--- config.mk ---
export PLATFORM = sky130hd
export DESIGN_NAME = uart8
export DESIGN_NICKNAME = d
export VERILOG_FILES = /design/src/rtl/uart8.sv
export SDC_FILE = /design/constraint.sdc
export NUM_CORES = 1
export LEC_CHECK = 0
export ABC_AREA = 1
export CORE_MARGIN = 2
export CORE_UTILIZATION = 40
export CTS_CLUSTER_DIAMETER = 40
export DETAILED_ROUTE_END_ITERATION = 16
export GPL_TIMING_DRIVEN = 0
export MAX_ROUTING_LAYER = met4
export PLACE_DENSITY = 0.66
export SLEW_MARGIN = 20
export SYNTH_ARGS = -nofsm -noshare
export SYNTH_HDL_FRONTEND = slang
export SYNTH_SLANG_ARGS = --single-unit
--- constraint.sdc ---
create_clock -name clk -period 1.7 [get_ports clk]
set_clock_uncertainty 0.05 [all_clocks]
set_input_delay 0.34 -clock clk [delete_from_list [all_inputs] [get_ports clk]]
set_output_delay 0.34 -clock clk [all_outputs]
set_load 0.02 [all_outputs]
--- src/rtl/uart8.sv ---
// uart8: 8N1 UART (8 data bits, no parity, 1 stop bit, LSB first, line idles high).
// The receiver and transmitter run independently on one clock. The receiver samples
// on a free-running 16x baud tick. The transmitter times each bit directly in clocks.
// Optional build macro: UART8_RX_SYNC_EN passes rx through a 2-flop synchronizer
// (reset to 1) before the receiver. This adds 2 clks of latency to every rx decision.
// Ports:
//   clk, resetN         system clock (rising edge), asynchronous active-low reset
//   rxEn, rx            receiver enable, serial input
//   rxBusy/rxDone/rxErr receive in progress, 1-clk byte-valid pulse, framing error
//   out[7:0]            last correctly received byte
//   txEn, txStart, in   transmitter enable, send request, byte to send
//   txBusy/txDone, tx   transmit in progress, 1-clk end-of-frame pulse, serial output
module uart8 #(
    parameter int unsigned CLOCK_RATE = 12000000,
    parameter int unsigned BAUD_RATE  = 9600
) (
    input  logic       clk,
    input  logic       resetN,
    input  logic       rxEn,
    input  logic       rx,
    output logic       rxBusy,
    output logic       rxDone,
    output logic       rxErr,
    output logic [7:0] out,
    input  logic       txEn,
    input  logic       txStart,
    input  logic [7:0] in,
    output logic       txBusy,
    output logic       txDone,
    output logic       tx
);

    localparam int unsigned RX_DIV = CLOCK_RATE / (BAUD_RATE * 16);
    localparam int unsigned TX_DIV = CLOCK_RATE / BAUD_RATE;
    localparam int unsigned RXDW   = $clog2(RX_DIV + 1);
    localparam int unsigned TXDW   = $clog2(TX_DIV + 1);

    typedef enum logic [1:0] {RX_IDLE, RX_START, RX_DATA, RX_STOP} rx_state_t;
    typedef enum logic [1:0] {TX_IDLE, TX_START, TX_DATA, TX_STOP} tx_state_t;

    // Free-running 16x oversampling tick
    logic [RXDW-1:0] div_cnt;
    logic            tick_c;

    assign tick_c = (div_cnt == RXDW'(RX_DIV - 1));

    always_ff @(posedge clk or negedge resetN) begin
        if (!resetN)     div_cnt <= '0;
        else if (tick_c) div_cnt <= '0;
        else             div_cnt <= div_cnt + RXDW'(1);
    end

    // Receiver input, optionally synchronized
    logic rx_s;
`ifdef UART8_RX_SYNC_EN
    logic [1:0] rx_sync;
    always_ff @(posedge clk or negedge resetN) begin
        if (!resetN) rx_sync <= 2'b11;
        else         rx_sync <= {rx_sync[0], rx};
    end
    assign rx_s = rx_sync[1];
`else
    assign rx_s = rx;
`endif

    // Receiver state and datapath registers
    rx_state_t  rx_state, rx_state_n;
    logic [3:0] rx_tcnt, rx_tcnt_n;
    logic [2:0] rx_bcnt, rx_bcnt_n;
    logic [7:0] rx_shift, rx_shift_n;
    logic       rx_busy_n, rx_done_n, rx_err_n;
    logic [7:0] out_n;

    always_ff @(posedge clk or negedge resetN) begin
        if (!resetN) begin
            rx_state <= RX_IDLE;
            rx_tcnt  <= '0;
            rx_bcnt  <= '0;
            rx_shift <= '0;
            rxBusy   <= 1'b0;
            rxDone   <= 1'b0;
            rxErr    <= 1'b0;
            out      <= 8'h00;
        end else begin
            rx_state <= rx_state_n;
            rx_tcnt  <= rx_tcnt_n;
            rx_bcnt  <= rx_bcnt_n;
            rx_shift <= rx_shift_n;
            rxBusy   <= rx_busy_n;
            rxDone   <= rx_done_n;
            rxErr    <= rx_err_n;
            out      <= out_n;
        end
    end

    // Receiver next state: sample mid start bit, then every 16 ticks
    always_comb begin
        rx_state_n = rx_state;
        rx_tcnt_n  = rx_tcnt;
        rx_bcnt_n  = rx_bcnt;
        rx_shift_n = rx_shift;
        rx_busy_n  = rxBusy;
        rx_done_n  = 1'b0;
        rx_err_n   = rxErr;
        out_n      = out;
        case (rx_state)
            RX_IDLE: begin
                if (rxEn && !rx_s && tick_c) begin
                    rx_state_n = RX_START;
                    rx_busy_n  = 1'b1;
                    rx_err_n   = 1'b0;
                    rx_tcnt_n  = '0;
                end
            end
            RX_START: begin
                if (tick_c) begin
                    if (rx_tcnt == 4'd7) begin
                        rx_tcnt_n = '0;
                        rx_bcnt_n = '0;
                        if (!rx_s) begin
                            rx_state_n = RX_DATA;
                        end else begin
                            rx_state_n = RX_IDLE;
                            rx_busy_n  = 1'b0;
                        end
                    end else begin
                        rx_tcnt_n = rx_tcnt + 4'd1;
                    end
                end
            end
            RX_DATA: begin
                if (tick_c) begin
                    rx_tcnt_n = rx_tcnt + 4'd1;
                    if (rx_tcnt == 4'd15) begin
                        rx_shift_n = {rx_s, rx_shift[7:1]};
                        rx_bcnt_n  = rx_bcnt + 3'd1;
                        if (rx_bcnt == 3'd7) rx_state_n = RX_STOP;
                    end
                end
            end
            RX_STOP: begin
                if (tick_c) begin
                    rx_tcnt_n = rx_tcnt + 4'd1;
                    if (rx_tcnt == 4'd15) begin
                        if (rx_s) begin
                            out_n     = rx_shift;
                            rx_done_n = 1'b1;
                        end else begin
                            rx_err_n  = 1'b1;
                        end
                        rx_state_n = RX_IDLE;
                        rx_busy_n  = 1'b0;
                    end
                end
            end
            default: rx_state_n = RX_IDLE;
        endcase
        // Disabling the receiver abandons any frame in progress
        if (!rxEn && (rx_state != RX_IDLE)) begin
            rx_state_n = RX_IDLE;
            rx_busy_n  = 1'b0;
            rx_done_n  = 1'b0;
            rx_err_n   = rxErr;
            out_n      = out;
        end
    end

    // Transmitter state and datapath registers
    tx_state_t       tx_state, tx_state_n;
    logic [TXDW-1:0] tx_cnt, tx_cnt_n;
    logic [2:0]      tx_bcnt, tx_bcnt_n;
    logic [7:0]      tx_shift, tx_shift_n;
    logic            tx_n, tx_busy_n, tx_done_n;
    logic            bit_end_c;

    assign bit_end_c = (tx_cnt == TXDW'(TX_DIV - 1));

    always_ff @(posedge clk or negedge resetN) begin
        if (!resetN) begin
            tx_state <= TX_IDLE;
            tx_cnt   <= '0;
            tx_bcnt  <= '0;
            tx_shift <= '0;
            tx       <= 1'b1;
            txBusy   <= 1'b0;
            txDone   <= 1'b0;
        end else begin
            tx_state <= tx_state_n;
            tx_cnt   <= tx_cnt_n;
            tx_bcnt  <= tx_bcnt_n;
            tx_shift <= tx_shift_n;
            tx       <= tx_n;
            txBusy   <= tx_busy_n;
            txDone   <= tx_done_n;
        end
    end

    // Transmitter next state: the start bit begins on the accepting clock
    always_comb begin
        tx_state_n = tx_state;
        tx_cnt_n   = tx_cnt;
        tx_bcnt_n  = tx_bcnt;
        tx_shift_n = tx_shift;
        tx_n       = tx;
        tx_busy_n  = txBusy;
        tx_done_n  = 1'b0;
        if (tx_state == TX_IDLE) begin
            if (txEn && txStart) begin
                tx_state_n = TX_START;
                tx_shift_n = in;
                tx_n       = 1'b0;
                tx_busy_n  = 1'b1;
                tx_cnt_n   = '0;
            end
        end else if (!bit_end_c) begin
            tx_cnt_n = tx_cnt + TXDW'(1);
        end else begin
            tx_cnt_n = '0;
            case (tx_state)
                TX_START: begin
                    tx_n       = tx_shift[0];
                    tx_shift_n = {1'b0, tx_shift[7:1]};
                    tx_bcnt_n  = '0;
                    tx_state_n = TX_DATA;
                end
                TX_DATA: begin
                    if (tx_bcnt == 3'd7) begin
                        tx_n       = 1'b1;
                        tx_state_n = TX_STOP;
                    end else begin
                        tx_n       = tx_shift[0];
                        tx_shift_n = {1'b0, tx_shift[7:1]};
                        tx_bcnt_n  = tx_bcnt + 3'd1;
                    end
                end
                TX_STOP: begin
                    tx_state_n = TX_IDLE;
                    tx_busy_n  = 1'b0;
                    tx_done_n  = 1'b1;
                end
                default: tx_state_n = TX_IDLE;
            endcase
        end
    end

endmodule

Yosys cells after proc, flatten, opt, wreduce, memory -nomap -nowiden
Cells that the tools add are included.
W data, S select, Z words.
Word-level totals
  input bits: 14
  output and inout port bits: 14
  register bits: 62
  logic and storage cells: 153
Operators by class
  equality and inequality tests: 34
  add/sub/neg operators: 5
  bitwise gates (word level): 2
  reductions and logical operators: 29
  mux-type cells: 67
Operator list (number)
  $mux W11: 3
  $ne A3 B3 Y1 const B: 11
  $mux W8: 4
  $mux W2: 14
  $mux W1: 27
  $ne A2 B2 Y1 const B: 9
  $mux W4: 4
  $pmux W8 S2: 1
  $mux W3: 5
  $reduce_and A3 Y1: 5
  $pmux W3 S2: 2
  $pmux W4 S3: 1
  $reduce_bool A2 Y1: 6
  $add A11 B1 Y11 const B: 1
  $eq A11 B11 Y1 const B: 1
  $reduce_and A5 Y1: 2
  $eq A2 B2 Y1 const B: 4
  $pmux W2 S4: 1
  $reduce_and A4 Y1: 2
  $reduce_and A8 Y1: 1
  $add A7 B1 Y7 const B: 1
  $eq A7 B7 Y1 const B: 1
  $mux W7: 1
  $reduce_and A7 Y1: 1
  other kinds (18): 29

Longest topological paths before layout
  word-level depth: 6
  mapped depth: 12
  gate-level depth less buffers: 12

Worst setup path after synthesis
No wires, ideal clock.
  path type: flip-flop to flip-flop
  from: register rx_state[0]
  to: register rxBusy
  setup time: 117 ps
  slack: 103 ps
  period minus slack after synthesis: 1597 ps
  arrival: 1430 ps
  buffers on the path: 0
  data required time: 1533 ps
  stages on the path, launching flop included: 10
  path through: dfrtp_1 > inv_1 > ha_1 > inv_1 > nand2_2 > nand3_1 > a21boi_0 > nand2_1 > nand2_1 > nand2_1
On the way
  cells in the longest elaborated chain, start to end: 4
  elaborated cells on any way between the ends: 15
  classes of those cells: eq/ne: 8; mux: 2; reduce/logical: 5
Ends and longest elaborated chain
  from (decl): line 67  | rx_state_t rx_state, rx_state_n;
  from (signal assigned): line 85  | rx_state <= rx_state_n;
  $reduce_bool A2 Y1: line 159  | if (!rxEn && (rx_state != RX_IDLE)) begin
  $logic_and A1 B1 Y1: line 159
  $ne A3 B3 Y1 (no source line) or $reduce_bool A4 Y1 (tied branches)
  $reduce_and A7 Y1 (no source line)
  to (signal assigned): line 89  | rxBusy <= rx_busy_n;
  to (decl): line 21  | output logic rxBusy,
Parallel ways exist; a longest one is shown, timed or not.
A chain may end at the register's enable or synchronous reset.

Final worst setup path
  from: register tx_state[0]
  to: register tx_shift[6]
On the way
  cells in the longest elaborated chain, start to end: 4
  elaborated cells on any way between the ends: 11
  classes of those cells: eq/ne: 4; mux: 3; reduce/logical: 4
Ends and longest elaborated chain
  from (decl): line 169  | tx_state_t tx_state, tx_state_n;
  from (signal assigned): line 188  | tx_state <= tx_state_n;
  $eq A2 B2 Y1 or $eq A2 B1 Y1 (tied branches): line 219  | case (tx_state)
  $pmux W8 S2: line 219
  $mux W8: line 215  | end else if (!bit_end_c) begin
  $mux W8: line 207  | if (tx_state == TX_IDLE) begin
  to (signal assigned): line 191  | tx_shift <= tx_shift_n;
  to (decl): line 172  | logic [7:0] tx_shift, tx_shift_n;
Parallel ways exist; a longest one is shown, timed or not. The select of a mux whose other input is x is not followed.

==> metrics.txt <==
outcome=finished clean; core footprint=8130 sq um; Rel. slew slack=between 70% and 80%; DIE AREA=9020 sq um; fmax=609 MHz; Worst-Margin Slew=328 ps; syn avg cell area=8.62 sq um; fill count=748; final setup vio count=0; row count=33; final hold vios=0; period utilization=a little over nine tenths; Pwr per Cell Area=1400 nW/um^2; first-pass GRT wire length=11200 um; Remaining DRCs=0; DRT antenna net count=0; EDFF count, synth=0; YS warnings=0; WS Path Type=register to register; clk_lat worst skew=340 ps; Final Max Tran Viols=0; GR Overflow Total=0; setup slack, reg-to-reg=~58 ps; PnR Total Power=between 6 and 7 mW; register area=1550 sq um; crit path from=tx_state[0]; Mapped Nets=around 410; Multi-input gate area=between 1500 and 2000 sq um; initial DRC count=117; commonest non-fill, non-tap cell in the layout=nand2_1; Yosys cell types=33; asr flop ratio synth=100%; RSZ-0062 raised after global routing=yes; RD Place Congestion=between 0.8 and 0.9; worst hold path type=input port to async pin; nets=474; Worst setup EP type=register; Die Ht=about 95 um; vias in the first global route=roughly 2500; P_leak=2.08 nW; Critical Path End=tx_shift[6]; R2R cell count=8; Peak VDD IR=between 0.7 and 0.8 mV; Pre-antenna DRT Iters=4; Worst EP required=1880 ps; Tmin final=1640 ps; largest net degree at the start of global routing=40; Max Fanout on Critical Path=7; R2R Path Start=tx_state[0]; TritonCTS clock tree=yes; number of buffers created by CTS=9; GRT Resource Usage Total=between 15 and 20%; CTS Root Cell=clkbuf_8; die width=about 95 um; clk buf depth=2; initial antenna violation count=0; layout cells sized above 1=23.2%; # IOs=28; port buffer count=27; Initial Util=40.7%; synthesized flop and latch total=62; hpwl dp=about 4400 um; Ant. Diodes=0; max cap viols=0; synthesized area=3310 sq um; crit path DAT=1820 ps; vias per inst=4.93; Cells after Synth=approximately 380; Worst setup SP type=register; clk sinks=slightly above 60; Reg2Reg Capture Point=tx_shift[6]; Synth Flop Type=dfrtp_1; sequential area share after synthesis=approximately 47%; clk slew on worst S/H paths=70 ps; via count of the routed design=about 2700; area added between synthesis and finish=30.6%; Yosys top cell by area=dfrtp_1; top cells by area, synth=dfrtp_1, nand2_1, ha_1; DRT Wirelength=7110 um; Finished Layout Cells=about 550; commonest cells after routing, fill and taps aside=nand2_1, dfrtp_1, inv_1, nand3_1, nor2_1; detailed-route wire length per cell=~13 um; H-Tree Depth=3; Placed Cells=approximately 520; Synth top area share=46.1%
[stage by stage]
step	hold WS (ps)	utilization, %	TNS, ps	cell area, sq um	setup slack [ps]
2_1_floorplan	-5.59	-	0	3310	103
5_1_grt	405	53.2	-267	4330	-32.4
4_1_cts	382	50.3	-20.8	4090	-10.7
3_3_place_gp	410	45.7	-113140	3710	-1820
3_5_place_dp	216	45.9	-1850	3730	-152
6_report	390	53.2	0	4330	57.8
[state kept, by name, indices dropped and copies added (netlist names), 2 cells and up]
name      cells
tx_cnt       11
rx_shift      8
tx_shift      8
rx_bcnt       3
tx_bcnt       3
out           8
div_cnt       7
tx_state      2
rx_state      2
rx_tcnt       4
[worst min path at each step]
stage | startpoint | endpoint | slack [ps] | depth (start not counted)
after detailed placement | resetN | tx_cnt[7] | 220 | 1
final | resetN | tx_cnt[7] | 390 | 2
after CTS | resetN | tx_cnt[7] | 380 | 2
after global routing | resetN | tx_cnt[7] | 400 | 2
after global placement | rxBusy | rxBusy | 410 | 2
after floorplan | resetN | div_cnt[0] | -6 | 0
[critical path, cell delays in order, from the launching register on]
cell       delay [ps]
dfrtp_1           400
inv_1             120
ha_1              300
nand2_1           110
inv_1             130
nand2_2            80
nand3_4           110
clkbuf_16         170
o21ai_2            50
[where the power goes]
group / total (mW) / switching (mW) / leakage (nW) / internal (mW)
Combinational: 2.55 / 1.45 / 1.16 / 1.09
Sequential: 2.01 / 0.258 / 0.813 / 1.76
Clock: 1.49 / 0.584 / 0.116 / 0.905
[cell families (layout without fill, tap and decap cells)]
group / count (synthesis) / count (layout) / share of synthesized area (%)
AND/OR/NAND/NOR: 169 / 169 / 23.6
AO/OA/AOI/OAI: 63 / 63 / 11.7
flip-flops: 62 / 62 / 46.9
buffers and inverters: 58 / 123 / 7.25
adder cells (fa/ha/maj): 16 / 16 / 6.04
XOR/XNOR: 9 / 9 / 2.38
multiplexers: 7 / 7 / 2.12
[per-layer routing]
layer	share of wire, %	up-vias	GRT usage (%)	routed length, um
met5	0	-	-	0
met4	0.63	0	5.92	45
met3	3.8	6	5.59	273
met2	51	44	25.7	3620
met1	45	1300	19.8	3170
li1	-	1383	-	-
[what timing repair did]
action / in CTS / in global routing
endpoints found under the hold margin: 22 / 0
resized for setup: 25 / 41
endpoints found under the setup margin: 47 / 45
buffers inserted: 9 / 10
hold buffers: 1 / 0
pin swaps: 5 / 9
cloned: 1 / 1
[cell usage after synthesis, drive strengths merged, types with 4 or more instances]
cell type,instances
nor3,7
mux2i,7
o22ai,4
dfrtp,61
a21oi,6
nand4,4
o21ai,48
xor2,6
ha,16
nand3,40
inv,52
nor2,24
nand2,93
[final cells by class]
| type | count | area share (%) |
|---|---|---|
| multi-input cells | 264 | 38.3 |
| flip-flops and latches | 62 | 35.9 |
| repair buffers | 50 | 11.5 |
| inverters | 53 | 4.86 |
| clock buffers | 11 | 3.50 |
| well taps | 105 | 3.04 |
| clock inverters | 5 | 1.88 |
| plain buffers | 4 | 1.07 |
(Power assumes the default switching activity.)
==> edit: new RTL, config.mk and constraints unchanged <==
Set the parameter `CLOCK_RATE` to 6000000 (it was 12000000).
--- a/src/rtl/uart8.sv
+++ b/src/rtl/uart8.sv
@@ -11,7 +11,7 @@
 //   txEn, txStart, in   transmitter enable, send request, byte to send
 //   txBusy/txDone, tx   transmit in progress, 1-clk end-of-frame pulse, serial output
 module uart8 #(
-    parameter int unsigned CLOCK_RATE = 12000000,
+    parameter int unsigned CLOCK_RATE = 6000000,
     parameter int unsigned BAUD_RATE  = 9600
 ) (
     input  logic       clk,
Function: same outputs for any inputs over 10 cycles, from zero or initial values and one cycle with resetN low; that may be too few to reach the edited logic, so the function may still have changed.
==> edit against the unedited design <==
- non-clock buffer count decreased by 4
- cell area decreased by 3.2%
- routed wire length decreased by 13%
- synthesized area decreased by 3.3%
- cell count decreased by 4.3%
- sequential cell count decreased by 2
- power decreased by 4.1%
- count of clock-buffer cells in the layout increased by 1
- worst hold slack got worse by 0.011 ns
- setup slack got worse by 0.00061 ns
- global-route usage decreased by 0.99 points
==> edit: results (changes against the unedited design) <==
[power]
max-vdd-ir-drop_mv=0.906  ; +14%

[sta]
relSlewSlack=0.770  ; -0.0114

[synthesis]
synth_fa_ha_area_frac=0.0625  ; +0.00208
seq_area_frac_synth=0.469  ; +0.000491
syn_nets=396  ; -4.3%
synth_compound_area_frac=0.124  ; +0.00715
synth_xor_area_frac=0.0137  ; -0.0101
ys_top_cells_by_area=dfrtp_1, nand2_1, o21ai_2, ha_1, inv_1

[grt]
gr-usage-met3=0.0427  ; -0.0132
met2_usage=0.245  ; -0.0113
grt_pass1_wl_um=10500  ; -6.7%

[worst_setup_path]
critPathMaxFanout=1  ; -6
crit_arrival_ns=1.25  ; -0.57 ns
slowest_stage=clkdlybuf4s50_1
slowest_delay_ns=0.60  ; +0.20 ns

[floorplan]
core_region_area_um2=7730  ; -5.0%

[drt]
vias_per_cell=4.81  ; -2.5%
met3_length_um=244  ; -11%
avgRoutedWirePerCell_um=11.6  ; -9.5%

[clock_network]
clock_sinks=60  ; -3.2%
post_cts_resized=12  ; -52%

[finish]
clkCellAreaFrac=0.0484  ; -0.00540
multi_input_area_um2=1610  ; -2.7%
layoutNonFillerInstCount=530  ; -4.3%
multi_input_gates=254  ; -3.8%
buffers=50  ; -7.4%
nNetsFinal=453  ; -4.4%
area_share_nonclk_buffers=0.133  ; +0.00800

[run_status]
outcome=finished clean

[placement]
pre_cts_ws_ns=-0.217  ; -0.0651 ns
place_area_um2=3620  ; -3.1%

## edit: changes by cell type after synthesis, moves of 3 or more
cell / unedited run / this run
nand2_1: 88 / 95
nor3_1: 5 / 2
o22ai_1: 4 / 1
inv_1: 49 / 45
nand3_1: 36 / 20
o21ai_1: 13 / 1
o21ai_2: 14 / 23
o21ai_0: 21 / 24
nor2_1: 21 / 26
## edit: path summary, 6_finish.rpt
path                             from          to  slack (ns)  depth (start not counted)
min reg2reg                    out[4]      out[4]        0.43                          2
min in group clk               out[4]      out[4]        0.43                          2
max reg2reg                div_cnt[0]      out[5]        0.06                          9
min                            resetN   tx_cnt[9]        0.38                          2
max in group asynchronous      resetN  tx_bcnt[2]        0.71                          3
max                            rxDone      rxDone        0.06                          1
## edit: power by group through the flow
stage	Sequential [mW]	Clock [mW]	Combinational, mW
CTS	1.97	1.32	2.08
global placement	1.99	0	1.90
detailed placement	2.01	0	1.95
floorplan	1.98	0	1.49
global route	2.03	1.37	2.85
finish	1.99	1.28	2.53
